--- config.mk ---
export PLATFORM = sky130hd
export DESIGN_NAME = tdc_therm_pattern_gen
export DESIGN_NICKNAME = d
export VERILOG_FILES = /design/src/rtl/tdc_selftest_pkg.sv /design/src/rtl/therm_window_gen.sv /design/src/rtl/tdc_therm_pattern_gen.sv
export SDC_FILE = /design/constraint.sdc
export NUM_CORES = 1
export LEC_CHECK = 0
export BUFFER_PORTS_ARGS = -buffer_cell sky130_fd_sc_hd__buf_2
export CORE_MARGIN = 1
export CORE_UTILIZATION = 55
export DETAILED_ROUTE_END_ITERATION = 10
export MAX_ROUTING_LAYER = met4
export PLACE_DENSITY = 0.85
export SLEW_MARGIN = 20
export SYNTH_ARGS = -nofsm -noshare
export SYNTH_HDL_FRONTEND = slang
export SYNTH_SLANG_ARGS = --single-unit
--- constraint.sdc ---
create_clock -name clk -period 6.85 [get_ports clk]
set_clock_uncertainty 0.05 [all_clocks]
set_input_delay 1.37 -clock clk [delete_from_list [all_inputs] [get_ports clk]]
set_output_delay 1.37 -clock clk [all_outputs]
set_load 0.02 [all_outputs]
--- src/rtl/tdc_selftest_pkg.sv ---
// Shared encodings for the TDC thermometer self-test pattern source.
package tdc_selftest_pkg;

  typedef enum logic [1:0] {
    MODE_FIXED = 2'd0,
    MODE_RAMP  = 2'd1,
    MODE_SWEEP = 2'd2
  } mode_e;

  typedef enum logic [1:0] {
    ST_IDLE = 2'd0,
    ST_RUN  = 2'd1,
    ST_DONE = 2'd2
  } state_e;

  localparam logic [1:0] WMAX = 2'd3;

endpackage

--- src/rtl/therm_window_gen.sv ---
// Combinational thermometer window builder plus the encoder result it should produce.
module therm_window_gen
  import tdc_selftest_pkg::*;
(
  input  logic [2:0] pos,
  input  logic [1:0] w,
  input  logic       bubble_en,
  input  logic [1:0] level,
  output logic [7:0] therm,
  output logic [2:0] exp_bin,
  output logic       exp_error,
  output logic       exp_bubble
);

  logic [3:0] sum;
  logic [2:0] top;
  logic [2:0] span;

  // Window edges saturate at bit 7; bubble knocks out the bit just above pos.
  always_comb begin
    sum  = {1'b0, pos} + {2'b00, w} - 4'd1;
    top  = (sum > 4'd7) ? 3'd7 : sum[2:0];
    span = top - pos;
    for (int i = 0; i < 8; i++) begin
      therm[i] = (3'(i) >= pos) && (3'(i) <= top);
    end
    if (bubble_en && (span >= 3'd2)) begin
      therm[pos + 3'd1] = 1'b0;
    end
    exp_bubble = (span != 3'd0);
    exp_error  = (span >= {1'b0, level});
    if (exp_error) begin
      exp_bin = 3'd0;
    end else if (span <= 3'd1) begin
      exp_bin = pos;
    end else begin
      exp_bin = pos + 3'd1;
    end
  end

endmodule

--- src/rtl/tdc_therm_pattern_gen.sv ---
// Self-test stimulus source: walks thermometer windows and emits expected encoder results.
module tdc_therm_pattern_gen
  import tdc_selftest_pkg::*;
#(
  parameter int NUM_W = 8
) (
  input  logic             clk,
  input  logic             rstn,
  input  logic             start,
  input  logic [1:0]       mode,
  input  logic [2:0]       fix_pos,
  input  logic [1:0]       width,
  input  logic             bubble_en,
  input  logic [1:0]       level,
  input  logic [NUM_W-1:0] num_patterns,
  output logic [7:0]       therm_out,
  output logic [2:0]       exp_bin,
  output logic             exp_error,
  output logic             exp_bubble,
  output logic             out_valid,
  output logic             busy,
  output logic             done
);

  localparam int CNT_W = NUM_W + 1;

  state_e           state_q;
  mode_e            mode_q;
  logic [2:0]       pos_q, pos_d;
  logic [1:0]       w_q, w_d;
  logic             bub_q;
  logic [1:0]       level_q;
  logic [CNT_W-1:0] count_q;

  logic [7:0] therm_q;
  logic [2:0] bin_q;
  logic       err_q, bubble_q, valid_q, busy_q, done_q;

  logic [7:0] win_therm;
  logic [2:0] win_bin;
  logic       win_err, win_bubble;

  therm_window_gen u_win (
    .pos       (pos_q),
    .w         (w_q),
    .bubble_en (bub_q),
    .level     (level_q),
    .therm     (win_therm),
    .exp_bin   (win_bin),
    .exp_error (win_err),
    .exp_bubble(win_bubble)
  );

  // Next window position/width: ramp modes step pos, sweep also rotates width on each wrap.
  always_comb begin
    pos_d = pos_q;
    w_d   = w_q;
    if (mode_q != MODE_FIXED) begin
      pos_d = pos_q + 3'd1;
      if ((mode_q == MODE_SWEEP) && (pos_q == 3'd7)) begin
        w_d = (w_q == WMAX) ? 2'd1 : w_q + 2'd1;
      end
    end
  end

  // Run-control FSM with registered outputs; outputs are zero whenever no pattern is valid.
  always_ff @(posedge clk or negedge rstn) begin
    if (!rstn) begin
      state_q  <= ST_IDLE;
      mode_q   <= MODE_FIXED;
      pos_q    <= '0;
      w_q      <= '0;
      bub_q    <= 1'b0;
      level_q  <= '0;
      count_q  <= '0;
      therm_q  <= '0;
      bin_q    <= '0;
      err_q    <= 1'b0;
      bubble_q <= 1'b0;
      valid_q  <= 1'b0;
      busy_q   <= 1'b0;
      done_q   <= 1'b0;
    end else begin
      therm_q  <= '0;
      bin_q    <= '0;
      err_q    <= 1'b0;
      bubble_q <= 1'b0;
      valid_q  <= 1'b0;
      done_q   <= 1'b0;
      case (state_q)
        ST_IDLE: begin
          if (start) begin
            mode_q  <= (mode == 2'd3) ? MODE_FIXED : mode_e'(mode);
            pos_q   <= fix_pos;
            w_q     <= (width == 2'd0) ? 2'd1 : width;
            bub_q   <= bubble_en;
            level_q <= level;
            count_q <= (num_patterns == '0) ? {1'b1, {NUM_W{1'b0}}}
                                            : {1'b0, num_patterns};
            busy_q  <= 1'b1;
            state_q <= ST_RUN;
          end
        end
        ST_RUN: begin
          therm_q  <= win_therm;
          bin_q    <= win_bin;
          err_q    <= win_err;
          bubble_q <= win_bubble;
          valid_q  <= 1'b1;
          pos_q    <= pos_d;
          w_q      <= w_d;
          count_q  <= count_q - CNT_W'(1);
          if (count_q == CNT_W'(1)) begin
            state_q <= ST_DONE;
          end
        end
        ST_DONE: begin
          done_q  <= 1'b1;
          busy_q  <= 1'b0;
          state_q <= ST_IDLE;
        end
        default: begin
          busy_q  <= 1'b0;
          state_q <= ST_IDLE;
        end
      endcase
    end
  end

  assign therm_out  = therm_q;
  assign exp_bin    = bin_q;
  assign exp_error  = err_q;
  assign exp_bubble = bubble_q;
  assign out_valid  = valid_q;
  assign busy       = busy_q;
  assign done       = done_q;

endmodule

After elaboration in Yosys (flattened, before gate mapping)
Index checks and enable logic that the tools add are counted.

cells by class
  magnitude comparators = 22
  div/mod/pow operators = 0
  muxes and demuxes = 30
  bitwise gates (word level) = 3
  $add $sub $neg = 6
  shift-type cells = 0
  $mul = 0
  eq/ne operators = 11
  reduce and logical (&&, ||, !) cells = 23

operators with widths
  operator                                                                             count
  3-bit two-way mux                                                                    6
  9-bit two-way mux                                                                    2
  9-bit one-hot mux with 2 select lines                                                1
  2-bit two-way mux                                                                    8
  8-bit two-way mux                                                                    2
  3-bit greater-or-equal comparator (first input constant)                             4
  3-bit less-or-equal comparator (first input constant)                                4
  1-bit logical AND                                                                    11
  9-bit by 1-bit equality test with 1-bit output (second input constant)               1
  9-bit by 1-bit subtractor with 9-bit output (second input constant)                  1
  8-bit bitwise AND                                                                    1
  2-bit equality test (second input constant)                                          4
  8-bit zero test                                                                      1
  2-bit inequality test (second input constant)                                        4
  8-bit inverter                                                                       1
  2-bit one-hot mux with 2 select lines                                                2
  2-bit AND reduction                                                                  4
  1-bit by 3-bit greater-or-equal comparator with 1-bit output (first input constant)  2
  2-bit by 3-bit greater-or-equal comparator with 1-bit output (first input constant)  2
  1-bit by 3-bit less-or-equal comparator with 1-bit output (first input constant)     2
  2-bit by 3-bit less-or-equal comparator with 1-bit output (first input constant)     2
  1-bit two-way mux                                                                    6
  3-bit one-hot mux with 2 select lines                                                1
  3-bit by 2-bit adder with 4-bit output                                               1
  20 further kinds                                                                     22

word-level totals
  memory bits (writable) = 0
  bits in read-only memories = 0
  output and inout port bits = 16
  memories kept = 0
  bits in latches = 0
  logic and storage cells = 109
  bits in registers = 37
  input port bits = 21

Logic depth before layout (Yosys ltp)
Gate-level depths: netlist of the first run.

  depth in word-level cells = 9
  mapped depth = 15
  mapped depth without buffers = 15

Hierarchy
From an unflattened synthesis of the first run, not the netlist that was laid out.

second synthesis, totals
  cell total of the unflattened synthesis = 232
  area, all modules = 2,288.4 sq um

by module, submodules not included
  module                 cells each  seq. area each (sq um)  area an instance (sq um)  instances
  tdc_therm_pattern_gen  156         925.9                   1,722.9                   1
  therm_window_gen       76          0.0                     565.5                     1

Worst setup path after synthesis of the first run
No wires, ideal clock.

  path type = reg2reg
  from = register pos_q[1]
  to = register therm_q[0] (netlist: therm_out[0])
  setup slack = 3.360 ns
  buffers on the path = 0
  clock period less this slack = 3.490 ns
  data arrival time = 3.328 ns
  library setup time = 0.111 ns
  cell stages (with the launch flop) = 15
  required time = 6.689 ns
  cells stage by stage = dfrtp_1 inv_1 ha_1 inv_1 ha_1 fa_1 xor2_1 nand2_1 inv_1 ha_1 fa_1 nand2b_1 mux2i_4 nor2_2 a2111oi_2

between the ends
  longest elaborated chain between the ends = 9
  elaborated cells on any way between the ends = 20
  those cells by class = add/sub: 4; order compare: 6; mux: 5; bitwise: 2; reduce/logical: 3

RTL lines
  item                                                                                                     RTL line                                        text
  start, declared                                                                                          tdc_therm_pattern_gen.sv:29                     logic [2:0] pos_q, pos_d;
  start signal, assigned                                                                                   tdc_therm_pattern_gen.sv:94                     pos_q <= fix_pos;
  start signal, assigned                                                                                   tdc_therm_pattern_gen.sv:110                    pos_q <= pos_d;
  3-bit by 2-bit adder with 4-bit output / 3-bit by 1-bit adder with 3-bit output (equally long branches)  therm_window_gen.sv:21, therm_window_gen.sv:28
  4-bit by 1-bit subtractor with 4-bit output (tied with other cells)                                      therm_window_gen.sv:21                          sum = {1'b0, pos} + {2'b00, w} - 4'd1;
  4-bit by 3-bit > comparator with 1-bit output / 1-bit logical AND (equally long branches)                therm_window_gen.sv:22, therm_window_gen.sv:28
  3-bit two-way mux / 1-bit two-way mux (equally long branches)                                            therm_window_gen.sv:22, therm_window_gen.sv:28
  3-bit subtractor (tied with other cells)                                                                 therm_window_gen.sv:23                          span = top - pos;
  3-bit by 2-bit greater-or-equal comparator with 1-bit output (tied with other cells)                     therm_window_gen.sv:27                          if (bubble_en && (span >= 3'd2)) begin
  1-bit logical AND / 8-bit bitwise AND (equally long branches)                                            --
  8-bit two-way mux *                                                                                      therm_window_gen.sv:27
  8-bit two-way mux *                                                                                      tdc_therm_pattern_gen.sv:90                     case (state_q)
  end signal, assigned                                                                                     tdc_therm_pattern_gen.sv:105                    therm_q <= win_therm;
  end, declared                                                                                            tdc_therm_pattern_gen.sv:35                     logic [7:0] therm_q;

Mark *: on every way between the ends. The rest lies on a longest branch, timed or not.
A chain may end at the register's enable or synchronous reset.

Worst setup path after layout of the first run
  from = register pos_q[0]
  to = register bin_q[0] (netlist: exp_bin[0])

between the ends
  longest elaborated chain between the ends = 9
  elaborated cells on any way between the ends = 11
  those cells by class = add/sub: 4; order compare: 3; mux: 4

RTL lines
  item                                                       RTL line                      text
  3-bit by 2-bit adder with 4-bit output                     therm_window_gen.sv:21
  4-bit by 1-bit subtractor with 4-bit output                therm_window_gen.sv:21
  4-bit by 3-bit > comparator with 1-bit output              therm_window_gen.sv:22        top = (sum > 4'd7) ? 3'd7 : sum[2:0];
  3-bit two-way mux                                          therm_window_gen.sv:22
  3-bit subtractor                                           therm_window_gen.sv:23
  3-bit by 1-bit less-or-equal comparator with 1-bit output  therm_window_gen.sv:34        end else if (span <= 3'd1) begin
  3-bit two-way mux                                          therm_window_gen.sv:34
  3-bit two-way mux *                                        therm_window_gen.sv:32        if (exp_error) begin
  3-bit two-way mux *                                        tdc_therm_pattern_gen.sv:90
  end signal, assigned                                       tdc_therm_pattern_gen.sv:106  bin_q <= win_bin;
  end, declared                                              tdc_therm_pattern_gen.sv:36   logic [2:0] bin_q;

Marked as above.

==> out/summary.txt, run 1 <==
outcome: finished, final reports clean
clock slew at reported path FFs: 0.08 ns
warnings from Yosys: 0
initial core utilization: 59.2%
row cnt: 21
unrepaired setup endpoints after global routing: false
Root Driver: clkbuf_8
Clock Sinks: 37
WS Path Type: reg2reg
number of global-route vias before repair: 1621
most frequent cells in the layout: dfrtp_1, buf_2, nand2_1, nor2_1, a21oi_1
Post-route DRC: 0
min Tclk post-route: 3.82 ns
antenna cells: 0
Port Buffers: 36
DRT Pass-1 Iters: 4
first-pass GRT wire length: 7370 um
GR Overflow Total: 0
Crit. End Element: register
overall global routing resource usage: 24.9%
Max Cap Viol: 0
total core area: 3470 um^2
layout cells sized above 1: 20.6%
setup tns final: 0 ns
Finish-stage setup viols: 0
Slew Limit Fails: 0
Top Ports: 37
largest net degree at the start of global routing: 38
Fillers: 304
max_slew headroom: 40.7%
Synth Cell Area: 2050 um^2
nets@finish: 288
Seq/Total Area, Yosys: 45.1%
final hold vios: 0
WP data required: 7.01 ns
final period utilization: 55.8%
number of nets still failing antenna checks after routing: 0
Syn Inst Count: 215
Die H: 63.1 um
Setup crit start: pos_q[0]
area grow syn2layout: 14.7%
Critical Path Fanout Max: 10
initial antenna violation count: 0
final core occ: 68.0%
Avg Cell Area, Syn: 9.56 um^2
die width: 63.1 um
Post-Synthesis Net Count: 251
fmax: 262 MHz
synthesis-stage register bit count: 37
Routability Congestion: 0.973
final WL: 4230 um
Post-synth ARST share: 100%
Post-synth EDFFs: 0
vias per cell: 5.70
total CTS buffers: 5
hold_buf cts: 0
H-tree levels: 2
reg2reg start: pos_q[0]
hpwl dp: 3020 um
worst-case clock buffer depth: 2
Post-CTS Setup Bufs: 0
commonest non-fill, non-tap cell in the layout: dfrtp_1
Synth Flop Type: dfrtp_1
arrival time at the worst endpoint: 3.98 ns
count of cell types in the netlist: 45
CTS tree: built
1st-iter DRT viols: 140
post-CTS sizing: 0
vias after detailed routing: 1705
Worst Hold Launch: mode_q[0]
Startpoint Class: register
worst-margin pin slew: 0.889 ns
drt wl/cell: 14.2 um
die area: 3980 um^2
type of the most critical hold path: reg2reg
Clk Latency, worst-skew pair: 0.30 ns
## metrics by stage
| stage | setup slack (ns) | area, um^2 | hold WS [ns] | std cells |
|---|---|---|---|---|
| 6_report | 3.03 | 2360 | 0.439 | 299 |
| 5_1_grt | 2.82 | 2360 | 0.464 | 299 |
| 4_1_cts | 3.04 | 2360 | 0.446 | 299 |
| 3_5_place_dp | 3.07 | 2270 | 0.432 | 291 |
| 3_3_place_gp | 3.17 | 2270 | 0.417 | 291 |
| 2_1_floorplan | 3.36 | 2050 | 0.402 | 215 |
## cells by family after synthesis
kind of cell	share of synthesized area, %
compound gates	18.0
flops	45.1
fa+ha+maj	9.87
mux	2.74
simple gates	19.1
buf+inv	4.02
xor+xnor	1.28
## sequential cells by signal (all words and copies together), names as in the netlist, 2 cells and up
name       cells
therm_out      8
exp_bin        3
pos_q          3
w_q            2
count_q        9
level_q        2
state_q        2
mode_q         2
## metal layers
metal	part of all wire, %	track usage, %	wire (um)
met5	0	-	0
met1	45	32.8	1920
met4	1.1	12.2	48
met3	5.4	4.71	230
met2	48	36.8	2040
## layout make-up
cell class / instances / area [um^2] / share of cell area (%)
Clock buffer: 5 / 68.8 / 2.92
Clock inverter: 3 / 22.5 / 0.955
Inverter: 15 / 56.3 / 2.39
Multi-Input combinational cell: 157 / 1050 / 44.4
Sequential cell: 37 / 926 / 39.3
Tap cell: 46 / 57.6 / 2.44
Timing Repair Buffer: 36 / 180 / 7.64
## synthesized netlist by cell type, types with 3 or more instances
library cell	n	area share [%]
a21o_1	4	1.5
nor2_1	21	3.8
dfrtp_1	37	45
nand2_1	25	4.6
nand2b_1	7	2.1
clkbuf_1	3	0.55
o21ai_0	11	2.7
ha_1	13	7.9
nor4_1	3	0.91
buf_2	3	0.73
a21oi_1	17	4.1
inv_1	15	2.7
nor3_1	5	1.2
nand3b_1	3	1.1
nand3_1	5	1.2
## worst max-delay path, stage by stage, from the launching register on
cell and delay (ns):
dfrtp_1 0.50, inv_1 0.26, ha_1 0.19, inv_1 0.04, ha_1 0.18, fa_1 0.47, xor2_1 0.21, nand2_1 0.17
inv_1 0.06, ha_1 0.19, fa_1 0.52, inv_1 0.06, ha_1 0.27, a21oi_1 0.18, nand3_1 0.14, nor3_1 0.23
## final timing paths
path,endpoint,slack (ns),depth (start not counted)
worst max-delay path,exp_bin[0],3.03,15
worst max register to register,exp_bin[0],3.03,15
max in group asynchronous,pos_q[2],5.15,1
min in group asynchronous,exp_bin[0],1.10,1
worst min register to register,mode_q[0],0.44,2
worst min-delay path,mode_q[0],0.44,2
Power of run 1 is not shown: default switching activity piles up to over one toggle a cycle in this logic, so the estimate is an artifact.
==> run 2, diff against run 1 <==
--- a/config.mk
+++ b/config.mk
@@ -7,10 +7,10 @@
 export LEC_CHECK = 0
 export BUFFER_PORTS_ARGS = -buffer_cell sky130_fd_sc_hd__buf_2
 export CORE_MARGIN = 1
-export CORE_UTILIZATION = 55
+export CORE_UTILIZATION = 50
 export DETAILED_ROUTE_END_ITERATION = 10
 export MAX_ROUTING_LAYER = met4
-export PLACE_DENSITY = 0.85
+export PLACE_DENSITY = 0.82
 export SLEW_MARGIN = 20
 export SYNTH_ARGS = -nofsm -noshare
 export SYNTH_HDL_FRONTEND = slang
==> constraint.sdc (replaced) <==
create_clock -name clk -period 3.3 [get_ports clk]
set_clock_uncertainty 0.05 [all_clocks]
set_input_delay 0.66 -clock clk [delete_from_list [all_inputs] [get_ports clk]]
set_output_delay 0.66 -clock clk [all_outputs]
set_load 0.02 [all_outputs]
==> out/summary.txt, run 2 (synthesis gave the netlist of run 1 again) <==
outcome: finished with violations (was finished, final reports clean)
failing checks: negative setup slack
setup tns final: -0.0316 ns (was 0 ns)
CTS tree: built (unchanged)
Critical Path Fanout Max: 7 (was 10)
antenna cells: 0 (unchanged)
final hold vios: 0 (unchanged)
number of global-route vias before repair: 1731 (was 1621)
WS Path Type: reg2reg (unchanged)
Clock Sinks: 37 (unchanged)
CP Buf/Inv Count: 4 (unchanged)
final period utilization: 101% (was 55.8%)
most frequent cells in the layout: dfrtp_1, buf_2, nand2_1, nor2_1, a21oi_1 (unchanged)
Startpoint Class: register (unchanged)
drt wl/cell: 15.0 um (was 14.2 um)
first-pass GRT wire length: 7710 um (was 7370 um)
Crit path max-delay family: adder cells (unchanged)
M1 GR Usage: 27.6% (was 32.8%)
Top reg by flops: count_q (unchanged)
Root Driver: clkbuf_8 (unchanged)
fmax: 300 MHz (was 262 MHz)
Port Buffers: 36 (unchanged)
largest net degree at the start of global routing: 38 (unchanged)
Clk Latency, worst-skew pair: 0.29 ns (was 0.30 ns)
arrival time at the worst endpoint: 3.46 ns (was 3.98 ns)
Final WS setup: -0.0316 ns (was 3.03 ns)
nets@finish: 299 (was 288)
area grow syn2layout: 23.3% (was 14.7%)
final WL: 4670 um (was 4230 um)
Setup crit start: pos_q[1] (was pos_q[0])
row cnt: 22 (was 21)
max_slew headroom: 47.2% (was 40.7%)
slowest CP cell: fa_1 (unchanged)
vias per cell: 5.70 (about the same)
Finish-stage setup viols: 1 (was 0)
Post-route DRC: 0 (unchanged)
worst-margin pin slew: 0.792 ns (was 0.889 ns)
Worst Setup Slack post-DPL: -0.00590 ns (was 3.07 ns)
die area: 4370 um^2 (was 3980 um^2)
Routability Congestion: 0.944 (was 0.973)
min Tclk post-route: 3.33 ns (was 3.82 ns)
reg2reg path depth: 15 (unchanged)
hpwl dp: 3270 um (was 3020 um)
Die H: 66.1 um (was 63.1 um)
hold_buf cts: 0 (unchanged)
met2 GRT Util: 40.9% (was 36.8%)
GR Overflow Total: 0 (unchanged)
slowest stage delay, CP: 0.57 ns (was 0.52 ns)
H-tree levels: 2 (unchanged)
die width: 66.1 um (was 63.1 um)
layout cells sized above 1: 29.9% (was 20.6%)
Max Cap Viol: 0 (unchanged)
Fillers: 320 (was 304)
reg2reg start: pos_q[1] (was pos_q[0])
DRT Pass-1 Iters: 4 (unchanged)
worst-path cell chain: inv_2 > ha_4 > inv_2 > ha_4 > fa_2 > xor2_2 > nand2_1 > inv_1 > ha_2 > fa_1 > nand2b_1 > mux2i_4 > buf_6 > mux2i_1 > nor2_1 (was inv_1 > ha_1 > inv_1 > ha_1 > fa_1 > xor2_1 > nand2_1 > inv_1 > ha_1 > fa_1 > inv_1 > ha_1 > a21oi_1 > nand3_1 > nor3_1)
max FFs per register: 9 (unchanged)
vias after detailed routing: 1778 (was 1705)
Worst path depth: 15 (unchanged)
initial core utilization: 54.1% (was 59.2%)
type of the most critical hold path: in2async (was reg2reg)
WP data required: 3.43 ns (was 7.01 ns)
grt peak-use layer: met2 (unchanged)
Slew Limit Fails: 0 (unchanged)
Top Ports: 37 (unchanged)
unrepaired setup endpoints after global routing: true (was false)
met3 GRT Util: 4.83% (was 4.71%)
Crit. End Element: register (unchanged)
total CTS buffers: 5 (unchanged)
number of nets still failing antenna checks after routing: 0 (unchanged)
clock slew at reported path FFs: 0.08 ns (about the same)
total core area: 3800 um^2 (was 3470 um^2)
worst-case clock buffer depth: 2 (unchanged)
worst hold slack: 0.392 ns (was 0.439 ns)
overall global routing resource usage: 24.7% (was 24.9%)
1st-iter DRT viols: 151 (was 140)
initial antenna violation count: 0 (unchanged)
## run 2: changes by cell type in the layout (fill, tap and decap cells not counted), moves of 2 or more
| cell | delta |
|---|---|
| buf_4 | +9 |
| buf_6 | +2 |
| clkinv_4 | -2 |
| ha_1 | -4 |
| ha_4 | +3 |
| inv_1 | -4 |
| inv_2 | +4 |
## run 2: area by class of cell
class | instances | area (um^2) | area share [%]
Tap cell | 48 | 60.1 | 2.37
Sequential cell | 37 | 927 | 36.6
Clock inverter | 3 | 17.5 | 0.691
Timing Repair Buffer | 47 | 270 | 10.7
Multi-Input combinational cell | 157 | 1130 | 44.7
Clock buffer | 5 | 68.8 | 2.72
Inverter | 15 | 56.3 | 2.22
## run 2: per-stage QoR
stage / instances / cell area, um^2 / util [%]
2_1_floorplan: 215 / 2060 / -
3_3_place_gp: 300 / 2330 / 61.3
3_5_place_dp: 300 / 2330 / 61.3
4_1_cts: 310 / 2440 / 64.2
5_1_grt: 312 / 2530 / 66.7
6_report: 312 / 2530 / 66.7
## run 2: routing by layer
layer / part of all wire (%) / wire (um) / vias to the layer above
met4: 3.4 / 160 / 0
met3: 4.8 / 223 / 18
met2: 51 / 2370 / 60
met5: 0 / 0 / -
li1: - / - / 847
met1: 41 / 1920 / 853
## run 2: path summary, 6_finish.rpt
kind	to	slack, ns
setup / recovery	exp_bin[1]	-0.03
hold / removal	exp_bin[1]	0.39
setup reg to reg	exp_bin[1]	-0.03
hold reg to reg	level_q[0]	0.45
max in group asynchronous	pos_q[1]	2.25
min in group clk	level_q[0]	0.45
## run 2: what timing repair did
item / in CTS / in global routing
setup endpoints to repair: 2 / 8
resized for setup: 2 / 14
setup buffers: 2 / 2
gates cloned: 0 / 0
pin swaps: 0 / 10
Power of run 2 is left out for the same reason.
